--- src/rtl/pq_driver.sv ---
// pq_driver: paced command driver for the systolic min-priority queue.
// Optional 2-entry result skid buffer when PQ_DRIVER_RES_SKID_EN is defined.
module pq_driver #(
  parameter int DATA_WIDTH = 16,
  parameter int QUEUE_SIZE = 8,
  parameter int OP_GAP     = 2
) (
  input  logic                                 CLK,
  input  logic                                 RST,
  input  logic                                 i_cmd_valid,
  output logic                                 o_cmd_ready,
  input  logic [1:0]                           i_cmd_op,
  input  logic [DATA_WIDTH-1:0]                i_cmd_data,
  output logic                                 o_res_valid,
  input  logic                                 i_res_ready,
  output logic [DATA_WIDTH-1:0]                o_res_data,
  output logic                                 o_q_wrt,
  output logic                                 o_q_read,
  output logic [DATA_WIDTH-1:0]                o_q_data,
  input  logic                                 i_q_full,
  input  logic                                 i_q_empty,
  input  logic [DATA_WIDTH-1:0]                i_q_data,
  output logic [$clog2(QUEUE_SIZE+1)-1:0]      o_count,
  output logic                                 o_err
);

  // state | meaning
  // IDLE  | waiting for a command; only state that can raise o_cmd_ready
  // ISSUE | one cycle; queue strobes driven, head captured, count updated
  // GAP   | OP_GAP-1 cycles of enforced idle so the queue can re-sort

  localparam int CW = $clog2(QUEUE_SIZE+1);
  localparam logic [1:0] OP_NOP  = 2'b00;
  localparam logic [1:0] OP_PUSH = 2'b01;
  localparam logic [1:0] OP_POP  = 2'b10;
  localparam logic [1:0] OP_REPL = 2'b11;
  localparam bit         NO_GAP   = (OP_GAP <= 1);
  localparam logic [3:0] GAP_LOAD = (OP_GAP > 1) ? 4'(OP_GAP - 2) : 4'd0;

  typedef enum logic [1:0] {
    ST_IDLE  = 2'd0,
    ST_ISSUE = 2'd1,
    ST_GAP   = 2'd2
  } state_t;

  state_t     state, state_nxt;
  logic [3:0] gap_cnt, gap_cnt_nxt;

  logic [1:0] op_q;
  logic       full_q, empty_q, rej_q;

  logic cmd_acc;
  logic dec_wrt, dec_rd, dec_rej;
  logic res_push, res_pop, res_room;
  logic cnt_inc, cnt_dec;

  assign cmd_acc = i_cmd_valid && o_cmd_ready;

  always_comb begin
    dec_wrt = 1'b0;
    dec_rd  = 1'b0;
    dec_rej = 1'b0;
    unique case (i_cmd_op)
      OP_PUSH: begin
        dec_wrt = !i_q_full;
        dec_rej = i_q_full;
      end
      OP_POP: begin
        dec_rd  = !i_q_empty;
        dec_rej = i_q_empty;
      end
      OP_REPL: begin
        dec_wrt = 1'b1;
        dec_rd  = 1'b1;
      end
      default: ;
    endcase
  end

  always_ff @(posedge CLK) begin
    if (RST) begin
      op_q    <= OP_NOP;
      full_q  <= 1'b0;
      empty_q <= 1'b0;
      rej_q   <= 1'b0;
    end else if (cmd_acc) begin
      op_q    <= i_cmd_op;
      full_q  <= i_q_full;
      empty_q <= i_q_empty;
      rej_q   <= dec_rej;
    end
  end

  always_ff @(posedge CLK) begin
    if (RST) begin
      state   <= ST_IDLE;
      gap_cnt <= 4'd0;
    end else begin
      state   <= state_nxt;
      gap_cnt <= gap_cnt_nxt;
    end
  end

  always_comb begin
    state_nxt   = state;
    gap_cnt_nxt = gap_cnt;
    unique case (state)
      ST_IDLE: begin
        if (cmd_acc) state_nxt = ST_ISSUE;
      end
      ST_ISSUE: begin
        if (rej_q || (op_q == OP_NOP) || NO_GAP) begin
          state_nxt = ST_IDLE;
        end else begin
          state_nxt   = ST_GAP;
          gap_cnt_nxt = GAP_LOAD;
        end
      end
      ST_GAP: begin
        if (gap_cnt == 4'd0) state_nxt = ST_IDLE;
        else                 gap_cnt_nxt = gap_cnt - 4'd1;
      end
      default: state_nxt = ST_IDLE;
    endcase
  end

  // Strobes are registered off the accept cycle so they land exactly in ISSUE.
  always_ff @(posedge CLK) begin
    if (RST) begin
      o_q_wrt  <= 1'b0;
      o_q_read <= 1'b0;
      o_q_data <= '0;
      o_err    <= 1'b0;
    end else begin
      o_q_wrt  <= cmd_acc && dec_wrt;
      o_q_read <= cmd_acc && dec_rd;
      o_q_data <= cmd_acc ? i_cmd_data : '0;
      o_err    <= cmd_acc && dec_rej;
    end
  end

  assign res_push = (state == ST_ISSUE) && ((op_q == OP_POP) || (op_q == OP_REPL)) && !empty_q;
  assign res_pop  = o_res_valid && i_res_ready;
  assign cnt_inc  = ((op_q == OP_PUSH) && !full_q) || ((op_q == OP_REPL) && empty_q);
  assign cnt_dec  = (op_q == OP_POP) && !empty_q;

  always_ff @(posedge CLK) begin
    if (RST) begin
      o_count <= '0;
    end else if (state == ST_ISSUE) begin
      if (cnt_inc)      o_count <= o_count + CW'(1);
      else if (cnt_dec) o_count <= o_count - CW'(1);
    end
  end

`ifdef PQ_DRIVER_RES_SKID_EN
  logic [DATA_WIDTH-1:0] res_mem [2];
  logic                  wr_ptr, rd_ptr;
  logic [1:0]            res_cnt;

  always_ff @(posedge CLK) begin
    if (RST) begin
      res_mem[0] <= '0;
      res_mem[1] <= '0;
      wr_ptr     <= 1'b0;
      rd_ptr     <= 1'b0;
      res_cnt    <= 2'd0;
    end else begin
      if (res_push) begin
        res_mem[wr_ptr] <= i_q_data;
        wr_ptr          <= ~wr_ptr;
      end
      if (res_pop) rd_ptr <= ~rd_ptr;
      res_cnt <= res_cnt + 2'(res_push) - 2'(res_pop);
    end
  end

  assign o_res_valid = (res_cnt != 2'd0);
  assign o_res_data  = res_mem[rd_ptr];
  assign res_room    = (res_cnt != 2'd2);
`else
  always_ff @(posedge CLK) begin
    if (RST) begin
      o_res_valid <= 1'b0;
      o_res_data  <= '0;
    end else if (res_push) begin
      o_res_valid <= 1'b1;
      o_res_data  <= i_q_data;
    end else if (res_pop) begin
      o_res_valid <= 1'b0;
    end
  end

  assign res_room = !o_res_valid;
`endif

  assign o_cmd_ready = (state == ST_IDLE) && res_room && !RST;

endmodule
--- config.mk ---
export PLATFORM = sky130hd
export DESIGN_NAME = pq_driver
export DESIGN_NICKNAME = d
export VERILOG_FILES = /design/src/rtl/pq_driver.sv
export SDC_FILE = /design/constraint.sdc
export NUM_CORES = 1
export LEC_CHECK = 0
export BUFFER_PORTS_ARGS = -buffer_cell sky130_fd_sc_hd__buf_2
export CAP_MARGIN = 20
export CORE_ASPECT_RATIO = 0.9
export CORE_MARGIN = 2
export CORE_UTILIZATION = 51
export DETAILED_ROUTE_END_ITERATION = 7
export PLACE_DENSITY = 0.89
export SLEW_MARGIN = 25
export SYNTH_ARGS = -nofsm -noshare
export SYNTH_HDL_FRONTEND = slang
export SYNTH_SLANG_ARGS = --single-unit
--- constraint.sdc ---
create_clock -name CLK -period 2.5 [get_ports CLK]
set_input_delay 0.25 -clock CLK [delete_from_list [all_inputs] [get_ports CLK]]
set_output_delay 0.25 -clock CLK [all_outputs]
set_load 0.02 [all_outputs]
### Word level (Yosys, flattened, before mapping)

Index checks and enable logic that the tools add are counted.

* muxes and demuxes: 14
* order comparisons: 0
* reduce and logical (&&, ||, !) cells: 31
* shift-type cells: 0
* equality and inequality tests: 12
* div/mod/pow operators: 0
* $add $sub $neg: 3
* bitwise operators: 1
* $mul: 0

Operators with widths (count)
* 4-bit two-way mux: 4
* 1-bit logical AND: 12
* 2-bit == test (second input constant): 5
* 2-bit inequality test (second input constant): 4
* 4-bit one-hot mux with 2 select lines: 1
* 4-bit by 1-bit subtractor with 4-bit output (second input constant): 2
* 2-bit by 1-bit == test with 1-bit output (second input constant): 3
* 1-bit zero test: 6
* 2-bit two-way mux: 3
* 1-bit one-hot mux with 2 select lines: 3
* 2-bit one-hot mux with 3 select lines: 1
* 2-bit nonzero test: 3
* 4-bit by 1-bit adder with 4-bit output (second input constant): 1
* 2-bit zero test: 2
* 4-bit zero test: 1
* 2-bit AND reduction: 2
* 1-bit logical OR: 3
* 3-bit AND reduction: 1
* 1-bit two-way mux: 2
* 2-bit OR reduction: 1
* 1-bit NOT: 1

* bits in writable memories: 0
* output and inout bits: 41
* ROM bits: 0
* bits in latches: 0
* input bits: 40
* flip-flop bits (word level): 51
* memories: 0
* logic and storage cells: 74

### Logic depth before layout (Yosys ltp)

* depth in word-level cells: 6
* mapped depth: 9
* gate-level depth less buffers: 8

### Worst setup path before layout

OpenSTA, ideal clock, no wires.

* path kind: register to register
* start: register op_q[1]
* end: register o_count[2]
* data arrival time: 1520 ps
* required time: 2360 ps
* cell stages (with the launch flop): 10
* path buffers: 1
* path slack: 840 ps
* setup time: 140 ps
* clock period less this slack: 1660 ps
* cells stage by stage: dfxtp_1 nand2b_1 and3_1 clkbuf_1 xnor2_1 ha_1 nor2_1 nor2_1 mux2i_1 o2111ai_1

* cells in the longest elaborated chain, start to end: 5
* elaborated cells on any way between the ends: 10
* those cells by class: eq/ne: 3; mux: 1; reduce/logical: 6

RTL lines
* from (decl): line 49 `logic [1:0] op_q;`
* from (signal assigned): line 87 `op_q <= i_cmd_op;`
* 2-bit by 1-bit == test with 1-bit output / 2-bit == test (equally long branches): line 144 `assign cnt_inc = ((op_q == OP_PUSH) && !full_q) || ((op_q == OP_REPL) && empty_q);`
* 1-bit logical AND: line 144
* 1-bit logical OR: line 144
* 2-bit nonzero test (no line)
* 2-bit AND reduction (no line)
* to (signal assigned): line 151 `if (cnt_inc) o_count <= o_count + CW'(1);`
* to (signal assigned): line 152 `else if (cnt_dec) o_count <= o_count - CW'(1);`
* to (decl): line 23 `output logic [$clog2(QUEUE_SIZE+1)-1:0] o_count,`

Several ways; a longest one is shown, not always the timed one.
A chain may end at the register's enable or synchronous reset.

### Worst setup path in the final report

Same ends and word-level chain as after synthesis.

==> qor.yml <==
synthTopCellsByCount: "dfxtp_1 (51), nand2_1 (41), a21oi_1 (26)"
syn2layout_area_growth_pct: 27.65
post-route-drc-count: 0
grt_start_max_net_pins: 27
crit_top_cell: "nor2_1"
synth_edf_count: 0
worst-setup-path-type: "flip-flop to flip-flop"
slowest_delay_ns: 0.43
p_seq_share_pct: 56.8
yosysWarnings: 0
place_hpwl_mm: 3.237
gp_congestion: 0.8087
syn_inst: 217
synth_area_leaders: "dfxtp_1 (52%), nand2_1 (7.8%), a21oi_1 (6.6%), and3_1 (5.7%), ha_1 (3.2%)"
fin_skew_ns: 0.009109
die_y_um: 62.94
p_comb_share_pct: 10.0
nets: 343
diodes: 0
multi_input_area_um2: 872.1
finalWirelength_mm: 4.381
power.switching_w: 0.0003862
start_util_pct: 53.12
portBuffers: 80
rsz0062_at_grt: "false"
post_cts_resized: 0
cts_setup_buffers: 0
cts.hold.buffers_added: 0
path_cells: "nand2b_1 -> and3_1 -> xnor2_1 -> ha_1 -> nor2_1 -> nor2_1 -> mux2i_1 -> o2111ai_1"
ioPinCount: 81
postSynthRegisterBits: 51
p_leak_nw: 1.185
setup_tns_ns: 0
num-fill-cells: 307
clk_pin_slew_ns: 0.10
maxSlewViolCount: 0
antenna_found_initial: 0
cts_sinks: 51
ys_async_sr_fraction_pct: 0
yosysSeqAreaShare_pct: 51.88
yosysTopAreaCell: "dfxtp_1"
worstSetupStartpoint: "op_q[1]$_SDFFE_PP0P_"
vias: 1782
post-route-min-period_ns: 1.826
grt_pass1_wl_mm: 7.355
die_area_um2: 4373
clockBufferDepth: 2
endpoint_kind: "flip-flop"
cts_buffers: 5
grt-ovfl-total: 0
regArea_um2: 1021
hold_class: "input port to flip-flop"
max_slew_margin_pct: 65.75
vdd_drop_max_v: 0.0004350
setup_violations: 0
cp_max_fo: 7
drive_gt1_share_pct: 32.44
synthDominantCellAreaShare_pct: 51.88
ys_dominant_reg_cell: "dfxtp_1"
min_from: "i_q_data[11]"
synth.distinct_cells: 31
worstPathRequired_ns: 2.68
wl_per_cell_um: 12.70
ant_nets: 0
syn_area_per_cell_um2: 9.070
power_density_nw_per_um2: 592.9
core_um2: 3705
fin_crit_sh_pct: 73.05
die_w_um: 69.48
cts_root_buffer: "clkbuf_8"
reg2reg_from: "op_q[1]$_SDFFE_PP0P_"
vias_per_cell: 5.165
final-hold-violation-count: 0
status: "completed"
firstDrtPassIters: 4
pwr-share-clk_pct: 33.2
maxCapViolCount: 0
p_int_w: 0.001103
grt_pass1_vias: 1756
cts_max_level: 2
worst_skew_pair.late_latency_ns: 0.31
cp-start-kind: "flip-flop"
netSwitchingFraction_pct: 25.92
synth_most_common_cell: "dfxtp_1"
syn_nets: 262
drt_first_iter_violations: 69
cts_tree: "built"
rows: 21
grt_usage_pct: 20.97
tightest_slew_ns: 0.5099
cp.arrival_ns: 2.00
fmax_ghz: 0.5476
cpMaxStageDelayCell: "dfxtp_1"
netlist_area_um2: 1968
power.total_w: 0.001490
[power groups by stage]
stage          Sequential (W)  Clock, W  Combinational [W]
6_report             0.000847  0.000494           0.000149
5_1_grt              0.000850  0.000537           0.000163
4_1_cts              0.000847  0.000502           0.000149
3_5_place_dp         0.000866         0           0.000148
3_3_place_gp         0.000864         0           0.000145
2_1_floorplan        0.000886         0          0.0000626
[through the flow]
stage / hold WS [ns] / instance area, um2 / utilization (%) / instances / worst slack, ns
CTS: 0.1560 / 2512 / 67.81 / 345 / 0.7011
finish: 0.1605 / 2512 / 67.81 / 345 / 0.6737
floorplan: 0.3860 / 1968 / - / 217 / 0.8400
global route: 0.1474 / 2512 / 67.81 / 345 / 0.3993
global placement: 0.4389 / 2415 / 65.18 / 337 / 0.8569
detailed placement: 0.4448 / 2415 / 65.18 / 337 / 0.7067
[layout by cell type (no fill, tap or decap), drive strengths merged, types with 2 or more instances in the layout]
master	instances
buf	84
dfxtp	51
nand2	42
a21oi	27
and3	18
nor2	10
inv	10
nand2b	7
nor3	5
ha	5
clkbuf	5
xnor2	4
or3	4
nor3b	4
nand3b	3
nor2b	2
nand3	2
nand4	2
o2111ai	2
mux2i	2
clkinv	2
[worst paths after layout]
check	end	slack, ns	cells past startpoint
worst max-delay path	o_count[2]$_SDFFE_PP0P_	0.67	8
worst max register to register	o_count[2]$_SDFFE_PP0P_	0.67	8
worst min register to register	o_res_data[13]$_SDFFE_PP0P_	0.46	2
worst min-delay path	o_res_data[11]$_SDFFE_PP0P_	0.16	3
[sequential cells by signal (all words and copies together) (netlist names), 2 cells and up]
register and cells:
o_q_data 16, o_res_data 16, gap_cnt 4, o_count 4
op_q 2, state 2
[worst max-delay path, delay by kind of cell, from the launching register on]
family	cells	cell delay, ns
XOR/XNOR	1	0.09
multiplexers	1	0.14
AO/OA/AOI/OAI	1	0.14
AND/OR/NAND/NOR	4	0.69
adder cells (fa/ha/maj)	1	0.21
flip-flops	1	0.43
[cell type report]
class	count	share of cell area, %
Clock buffer	5	2.739
Sequential cell	51	40.64
Tap cell	46	2.291
Clock inverter	3	1.145
Timing Repair Buffer	84	17.13
Inverter	9	1.345
Multi-Input combinational cell	147	34.71
[cells by family (layout without fill, tap and decap cells)]
logic type,after synthesis,count (layout),share of synthesized area [%]
AND/OR/NAND/NOR,103,103,27.65
flip-flops,51,51,51.88
AO/OA/AOI/OAI,33,33,10.68
buffers and inverters,19,101,3.814
adder cells (fa/ha/maj),5,5,3.179
XOR/XNOR,4,4,1.780
multiplexers,2,2,1.017
[layer usage]
metal / vias up / GRT usage (%) / share of wire [%]
met1: 832 / 22.90 / 43
li1: 893 / - / -
met5: - / 0 / 0
met4: 0 / 9.804 / 1.7
met3: 9 / 5.806 / 5.4
met2: 48 / 37.50 / 50
(Power assumes the default switching activity.)
